[config.mk]
export PLATFORM = sky130hd
export DESIGN_NAME = route_compute_unit_flat
export DESIGN_NICKNAME = d
export VERILOG_FILES = /design/src/rtl/route_compute_unit_if.sv /design/src/rtl/route_compute_unit.sv /design/src/flat_wrapper.sv
export SDC_FILE = /design/constraint.sdc
export NUM_CORES = 1
export LEC_CHECK = 0
export BUFFER_PORTS_ARGS = -buffer_cell sky130_fd_sc_hd__clkbuf_2
export CORE_MARGIN = 4
export CORE_UTILIZATION = 41
export DETAILED_ROUTE_END_ITERATION = 16
export HOLD_SLACK_MARGIN = 0.05
export PLACE_DENSITY = 0.91
export SLEW_MARGIN = 20
export SYNTH_ARGS = -nofsm -noshare
export SYNTH_HDL_FRONTEND = slang
export SYNTH_SLANG_ARGS = --single-unit
[constraint.sdc]
create_clock -name clk -period 4.8 [get_ports clk]
set_clock_uncertainty 0.15 [all_clocks]
set_input_delay 1.2 -clock clk [delete_from_list [all_inputs] [get_ports clk]]
set_output_delay 1.2 -clock clk [all_outputs]
set_load 0.05 [all_outputs]
[src/rtl/route_compute_unit_if.sv]
// Head-flit / route handshake between the input VC buffers, the route stage and the switch allocator.
interface route_compute_unit_if #(
  parameter int unsigned VC            = 4,
  parameter int unsigned PhitPerFlit   = 2,
  parameter int unsigned DATA_WIDTH    = 8,
  parameter int unsigned REQUEST_WIDTH = 3,
  parameter int unsigned COUNT_WIDTH   = 16
);
   logic [VC*PhitPerFlit*DATA_WIDTH-1:0] HeadFlit;
   logic [VC-1:0]                        head_valid;
   logic [VC-1:0]                        head_ready;
   logic [VC-1:0]                        tail_sent;
   logic [VC*REQUEST_WIDTH-1:0]          RequestMessage;
   logic [VC-1:0]                        route_valid;
   logic [VC-1:0]                        dest_error;
   logic [COUNT_WIDTH-1:0]               pkt_count;

   modport master (
      output HeadFlit, head_valid, tail_sent,
      input  head_ready, RequestMessage, route_valid, dest_error, pkt_count
   );

   modport slave (
      input  HeadFlit, head_valid, tail_sent,
      output head_ready, RequestMessage, route_valid, dest_error, pkt_count
   );
endinterface

[src/rtl/route_compute_unit.sv]
// Per-VC registered route computation: latches XY/YX output port on head acceptance, holds it until tail.
module route_compute_unit #(
  parameter int unsigned DIM_X         = 2,
  parameter int unsigned DIM_Y         = 2,
  parameter int unsigned INDEX         = 1,
  parameter int unsigned DATA_WIDTH    = 8,
  parameter int unsigned PhitPerFlit   = 2,
  parameter int unsigned VC            = 4,
  parameter int unsigned REQUEST_WIDTH = 3,
  parameter int unsigned COORD_WIDTH   = 4,
  parameter int unsigned ROUTING       = 0,
  parameter int unsigned COUNT_WIDTH   = 16
) (
   input logic                clk,
   input logic                rst,
   route_compute_unit_if.slave rcu
);
   localparam int unsigned FlitWidth = PhitPerFlit * DATA_WIDTH;
   localparam int unsigned NodeX     = INDEX % DIM_X;
   localparam int unsigned NodeY     = INDEX / DIM_X;

   localparam logic [REQUEST_WIDTH-1:0] PortLocal = '0;
   localparam logic [REQUEST_WIDTH-1:0] PortEast  = REQUEST_WIDTH'(1);
   localparam logic [REQUEST_WIDTH-1:0] PortNorth = REQUEST_WIDTH'(2);
   localparam logic [REQUEST_WIDTH-1:0] PortWest  = REQUEST_WIDTH'(3);
   localparam logic [REQUEST_WIDTH-1:0] PortSouth = REQUEST_WIDTH'(4);

   typedef enum logic {Idle = 1'b0, Routed = 1'b1} vcState_e;

   vcState_e                 state     [VC];
   vcState_e                 nextState [VC];
   logic [REQUEST_WIDTH-1:0] routeReg  [VC];
   logic [REQUEST_WIDTH-1:0] newRoute  [VC];
   logic [VC-1:0]            errReg;
   logic [VC-1:0]            newErr;
   logic [VC-1:0]            accept;
   logic [COUNT_WIDTH-1:0]   pktCount;
   logic [COUNT_WIDTH-1:0]   acceptCount;
   logic                     unusedFlitBits;

   assign unusedFlitBits = ^rcu.HeadFlit;

   function automatic logic [REQUEST_WIDTH-1:0] computeRoute(
      input logic [COORD_WIDTH-1:0] destX,
      input logic [COORD_WIDTH-1:0] destY
   );
      logic [REQUEST_WIDTH-1:0] xPort;
      logic [REQUEST_WIDTH-1:0] yPort;
      xPort = PortLocal;
      yPort = PortLocal;
      if (32'(destX) > NodeX)      xPort = PortEast;
      else if (32'(destX) < NodeX) xPort = PortWest;
      if (32'(destY) > NodeY)      yPort = PortNorth;
      else if (32'(destY) < NodeY) yPort = PortSouth;
      if (ROUTING == 0) return (xPort != PortLocal) ? xPort : yPort;
      else              return (yPort != PortLocal) ? yPort : xPort;
   endfunction

   always_comb begin
      newErr = '0;
      for (int unsigned v = 0; v < VC; v++) begin
         logic [COORD_WIDTH-1:0] dY;
         logic [COORD_WIDTH-1:0] dX;
         dY = rcu.HeadFlit[v*FlitWidth +: COORD_WIDTH];
         dX = rcu.HeadFlit[v*FlitWidth + COORD_WIDTH +: COORD_WIDTH];
         newErr[v]   = (32'(dX) >= DIM_X) || (32'(dY) >= DIM_Y);
         // Out-of-range destinations route locally so nothing is sent off the mesh.
         newRoute[v] = newErr[v] ? PortLocal : computeRoute(dX, dY);
      end
   end

   always_ff @(posedge clk) begin
      for (int unsigned v = 0; v < VC; v++) begin
         if (rst) state[v] <= Idle;
         else     state[v] <= nextState[v];
      end
   end

   always_comb begin
      accept = '0;
      for (int unsigned v = 0; v < VC; v++) begin
         nextState[v] = state[v];
         case (state[v])
            Idle: begin
               accept[v] = rcu.head_valid[v];
               if (rcu.head_valid[v]) nextState[v] = Routed;
            end
            Routed: if (rcu.tail_sent[v]) nextState[v] = Idle;
            default: nextState[v] = Idle;
         endcase
      end
   end

   always_comb begin
      acceptCount = '0;
      for (int unsigned v = 0; v < VC; v++)
         if (accept[v]) acceptCount = acceptCount + COUNT_WIDTH'(1);
   end

   always_ff @(posedge clk) begin
      if (rst) begin
         errReg   <= '0;
         pktCount <= '0;
         for (int unsigned v = 0; v < VC; v++) routeReg[v] <= '0;
      end else begin
         pktCount <= pktCount + acceptCount;
         for (int unsigned v = 0; v < VC; v++) begin
            if (accept[v]) begin
               routeReg[v] <= newRoute[v];
               errReg[v]   <= newErr[v];
            end else if (state[v] == Routed && rcu.tail_sent[v]) begin
               routeReg[v] <= '0;
               errReg[v]   <= 1'b0;
            end
         end
      end
   end

   always_comb begin
      rcu.head_ready     = '0;
      rcu.route_valid    = '0;
      rcu.RequestMessage = '0;
      rcu.dest_error     = errReg;
      rcu.pkt_count      = pktCount;
      for (int unsigned v = 0; v < VC; v++) begin
         rcu.head_ready[v]  = (state[v] == Idle);
         rcu.route_valid[v] = (state[v] == Routed);
         rcu.RequestMessage[v*REQUEST_WIDTH +: REQUEST_WIDTH] = routeReg[v];
      end
   end
endmodule

[src/flat_wrapper.sv]
// flat-port wrapper written by rule: the top's interface ports become plain ports
module route_compute_unit_flat 
#(
  parameter int unsigned DIM_X         = 2,
  parameter int unsigned DIM_Y         = 2,
  parameter int unsigned INDEX         = 1,
  parameter int unsigned DATA_WIDTH    = 8,
  parameter int unsigned PhitPerFlit   = 2,
  parameter int unsigned VC            = 4,
  parameter int unsigned REQUEST_WIDTH = 3,
  parameter int unsigned COORD_WIDTH   = 4,
  parameter int unsigned ROUTING       = 0,
  parameter int unsigned COUNT_WIDTH   = 16
)
  (clk, rst, rcu_HeadFlit, rcu_head_valid, rcu_tail_sent, rcu_head_ready, rcu_RequestMessage, rcu_route_valid, rcu_dest_error, rcu_pkt_count);
  route_compute_unit_if #(.VC(VC), .PhitPerFlit(PhitPerFlit), .DATA_WIDTH(DATA_WIDTH), .REQUEST_WIDTH(REQUEST_WIDTH), .COUNT_WIDTH(COUNT_WIDTH)) rcu_i ();
  input logic clk;
  input logic rst;
  input wire logic [$bits(rcu_i.HeadFlit)-1:0] rcu_HeadFlit;
  input wire logic [$bits(rcu_i.head_valid)-1:0] rcu_head_valid;
  input wire logic [$bits(rcu_i.tail_sent)-1:0] rcu_tail_sent;
  output wire logic [$bits(rcu_i.head_ready)-1:0] rcu_head_ready;
  output wire logic [$bits(rcu_i.RequestMessage)-1:0] rcu_RequestMessage;
  output wire logic [$bits(rcu_i.route_valid)-1:0] rcu_route_valid;
  output wire logic [$bits(rcu_i.dest_error)-1:0] rcu_dest_error;
  output wire logic [$bits(rcu_i.pkt_count)-1:0] rcu_pkt_count;
  assign rcu_i.HeadFlit = rcu_HeadFlit;
  assign rcu_i.head_valid = rcu_head_valid;
  assign rcu_i.tail_sent = rcu_tail_sent;
  assign rcu_head_ready = rcu_i.head_ready;
  assign rcu_RequestMessage = rcu_i.RequestMessage;
  assign rcu_route_valid = rcu_i.route_valid;
  assign rcu_dest_error = rcu_i.dest_error;
  assign rcu_pkt_count = rcu_i.pkt_count;
  route_compute_unit #(.DIM_X(DIM_X), .DIM_Y(DIM_Y), .INDEX(INDEX), .DATA_WIDTH(DATA_WIDTH), .PhitPerFlit(PhitPerFlit), .VC(VC), .REQUEST_WIDTH(REQUEST_WIDTH), .COORD_WIDTH(COORD_WIDTH), .ROUTING(ROUTING), .COUNT_WIDTH(COUNT_WIDTH)) u_core (.clk(clk), .rst(rst), .rcu(rcu_i));
endmodule
==> impl_metrics.json <==
{
  "grt_most_used_layer": "met2",
  "io_pins": 114,
  "worstPathMaxFanout": 12,
  "via_per_inst": 5.00,
  "gp_congestion": 0.747,
  "avgSynthCellArea_um2": 9.10,
  "ys_seq_area_frac": 0.435,
  "ff2ff_path_depth": 11,
  "netlist.area_leader.share": 0.290,
  "clockBufferDepth": 2,
  "synth_area_leader_cell": "dfxtp_1",
  "p_per_area_mw_per_mm2": 377,
  "grt.overflow.total": 0,
  "synth_area_mm2": 0.00166,
  "hpwl_um": 2830,
  "htree_levels": 2,
  "async_flop_share": 0,
  "hold_buffers": 0,
  "finalSetupViolations": 0,
  "synth_ff_type": "dfxtp_1",
  "slew_violations": 0,
  "crit_type": "input pin to flop",
  "slew_headroom": 0.620,
  "cts_resized": 0,
  "timing.fmax_mhz": 271,
  "initial_core_util": 0.439,
  "grt_start_max_net_pins": 28,
  "tritoncts": "done",
  "period_share": 0.769,
  "r2r_start": "u_core.state[0]$_SDFF_PP0_",
  "crit_path_end": "u_core.rcu.pkt_count[15]$_SDFF_PP0_",
  "drc": 0,
  "hold_class": "flop to flop",
  "holdWs_ns": 0.336,
  "fin_nets": 338,
  "num_rows": 22,
  "r2r_slack_ns": 1.73,
  "max_cap_violations": 0,
  "hold_viol_final": 0,
  "portBuffers": 77,
  "dieHeight_um": 71.5,
  "finalWirelength_um": 3530,
  "ys_seq_elements": 32,
  "grt_pass1_vias": 1352,
  "wl_per_cell_um": 11.5,
  "synthTopCellsByArea": "dfxtp_1, edfxtp_1, a21oi_1, or3_1, ha_1",
  "worstSetupEndpointType": "flop",
  "drt-initial-drc-count": 80,
  "grt_setup_unrepaired": "false",
  "use_met2": 0.236,
  "yosysWarnings": 0,
  "track_usage": 0.143,
  "clockRootBuffer": "clkbuf_8",
  "crit_path_start": "rcu_head_valid[2]",
  "crit_required_ns": 4.86,
  "worst_pin_slew_ns": 0.569,
  "cts_sinks": 32,
  "syn_inst": 182,
  "post_cts_buffers": 0,
  "diodes": 0,
  "ir_worst_vdd_uv": 171,
  "firstDrtPassIters": 4,
  "clock_latency_ns": 0.28,
  "grtUsageMet3": 0.0533,
  "p_leak_uw": 0.000992,
  "worst_setup_path_start_kind": "input pin",
  "synth-edff-count": 8,
  "core_area_mm2": 0.00377,
  "r2r-end": "u_core.rcu.pkt_count[15]$_SDFF_PP0_",
  "run_status": "completed",
  "num_vias": 1536,
  "die_x_um": 71.5,
  "min_period_ns": 3.69,
  "grt_pass1_wl_um": 5820,
  "synthToLayoutAreaGrowth_pct": 27.8,
  "critPathArrivalTime_ns": 3.75,
  "fin_tns_setup_ns": 0,
  "antenna_found_initial": 0,
  "ant_nets": 0,
  "path_clk_slew_ns": 0.06,
  "die_area_mm2": 0.00512,
  "synth.distinct_cells": 40,
  "use_met1": 0.167,
  "drive_gt1_frac": 0.344,
  "cts_inserted_buffers": 5
}
metal layers:
layer	routed length, µm	up-vias
li1	-	783
met1	1460	697
met2	1690	49
met3	328	7
met4	60	0
met5	0	-
where the power goes:
part / internal [µW] / switching (µW) / total (µW)
Combinational: 86.0 / 183 / 269
Sequential: 302 / 20.0 / 322
Clock: 117 / 90.5 / 207
Total: 505 / 293 / 798
synthesized netlist by cell type, types with 2 or more instances:
cell	count
edfxtp_1	8
and4_1	2
a21o_1	2
buf_6	3
and2_1	2
xor2_1	2
o21ai_0	11
a21oi_1	20
nor2b_1	7
nor2_1	14
nand2b_1	2
a211oi_1	2
buf_4	8
nand2_1	12
inv_1	10
nand3_1	5
nor4_1	4
dfxtp_1	24
xnor2_1	3
o21a_1	4
a22oi_1	2
clkbuf_1	3
or3_1	11
ha_1	5
cells in the final DEF (no fill, tap or decap), types with 3 or more instances in the layout:
| master | n |
|---|---|
| clkbuf_2 | 77 |
| dfxtp_1 | 24 |
| a21oi_1 | 20 |
| nor2_1 | 14 |
| nand2_1 | 12 |
| o21ai_0 | 11 |
| or3_1 | 11 |
| inv_1 | 10 |
| edfxtp_1 | 8 |
| nor2b_1 | 7 |
| clkbuf_8 | 6 |
| nand3_1 | 5 |
| ha_1 | 5 |
| conb_1 | 5 |
| nor4_1 | 4 |
| o21a_1 | 4 |
| xnor2_1 | 3 |
cell families (layout without fill, tap and decap cells):
kind of cell	after synthesis	after routing	synth area share
compound gates	46	46	0.165
xor+xnor	5	5	0.0265
fa+ha+maj	7	7	0.0559
buf+inv	24	97	0.0862
flops	32	32	0.435
mux	2	2	0.0128
other cells	1	5	0.00227
simple gates	65	65	0.216
state kept, by name, indices dropped and copies added, names as in the netlist:
| register | count |
|---|---|
| u_core.rcu.pkt_count | 16 |
| u_core.state | 4 |
| u_core.rcu.dest_error | 4 |
| u_core.routeReg | 8 |
worst max-delay path, cell delays in order:
cell and delay, ns:
clkbuf_2 0.10, nor2b_1 0.29, xnor2_1 0.13, xnor2_1 0.24, ha_1 0.28, mux2_2 0.30
ha_1 0.31, a211o_2 0.14, a21oi_1 0.05, buf_4 0.16, or4_1 0.40, a21oi_1 0.14
through the flow:
step,utilization,total power [µW],setup slack [ns],cells,cell area [µm²]
floorplan,-,535,1.04,186,1670
global placement,0.537,588,0.897,299,2030
detailed placement,0.537,597,0.829,299,2030
CTS,0.561,808,1.13,307,2120
global route,0.561,848,0.949,307,2120
finish,0.561,798,1.11,307,2120
how the worst min path moves through the flow:
stage / slack (ns) / cells past startpoint / endpoint / startpoint
final: 0.34 / 2 / u_core.rcu.pkt_count[15]$_SDFF_PP0_ / u_core.rcu.pkt_count[15]$_SDFF_PP0_
after global routing: 0.38 / 2 / u_core.rcu.pkt_count[15]$_SDFF_PP0_ / u_core.rcu.pkt_count[15]$_SDFF_PP0_
after CTS: 0.34 / 2 / u_core.rcu.pkt_count[15]$_SDFF_PP0_ / u_core.rcu.pkt_count[15]$_SDFF_PP0_
after detailed placement: 0.33 / 2 / u_core.rcu.pkt_count[15]$_SDFF_PP0_ / u_core.rcu.pkt_count[15]$_SDFF_PP0_
after global placement: 0.31 / 2 / u_core.rcu.pkt_count[15]$_SDFF_PP0_ / u_core.rcu.pkt_count[15]$_SDFF_PP0_
after floorplan: 0.35 / 1 / u_core.state[0]$_SDFF_PP0_ / u_core.state[0]$_SDFF_PP0_
final cells by class:
cell class / count / area [µm²]
fillers: 348 / 1660
repair buffers: 79 / 400
inverters: 10 / 37.5
multi-input cells: 130 / 807
well taps: 48 / 60.1
flip-flops and latches: 32 / 721
clock buffers: 8 / 90.1
No activity file was read; power rests on OpenSTA's default activity.
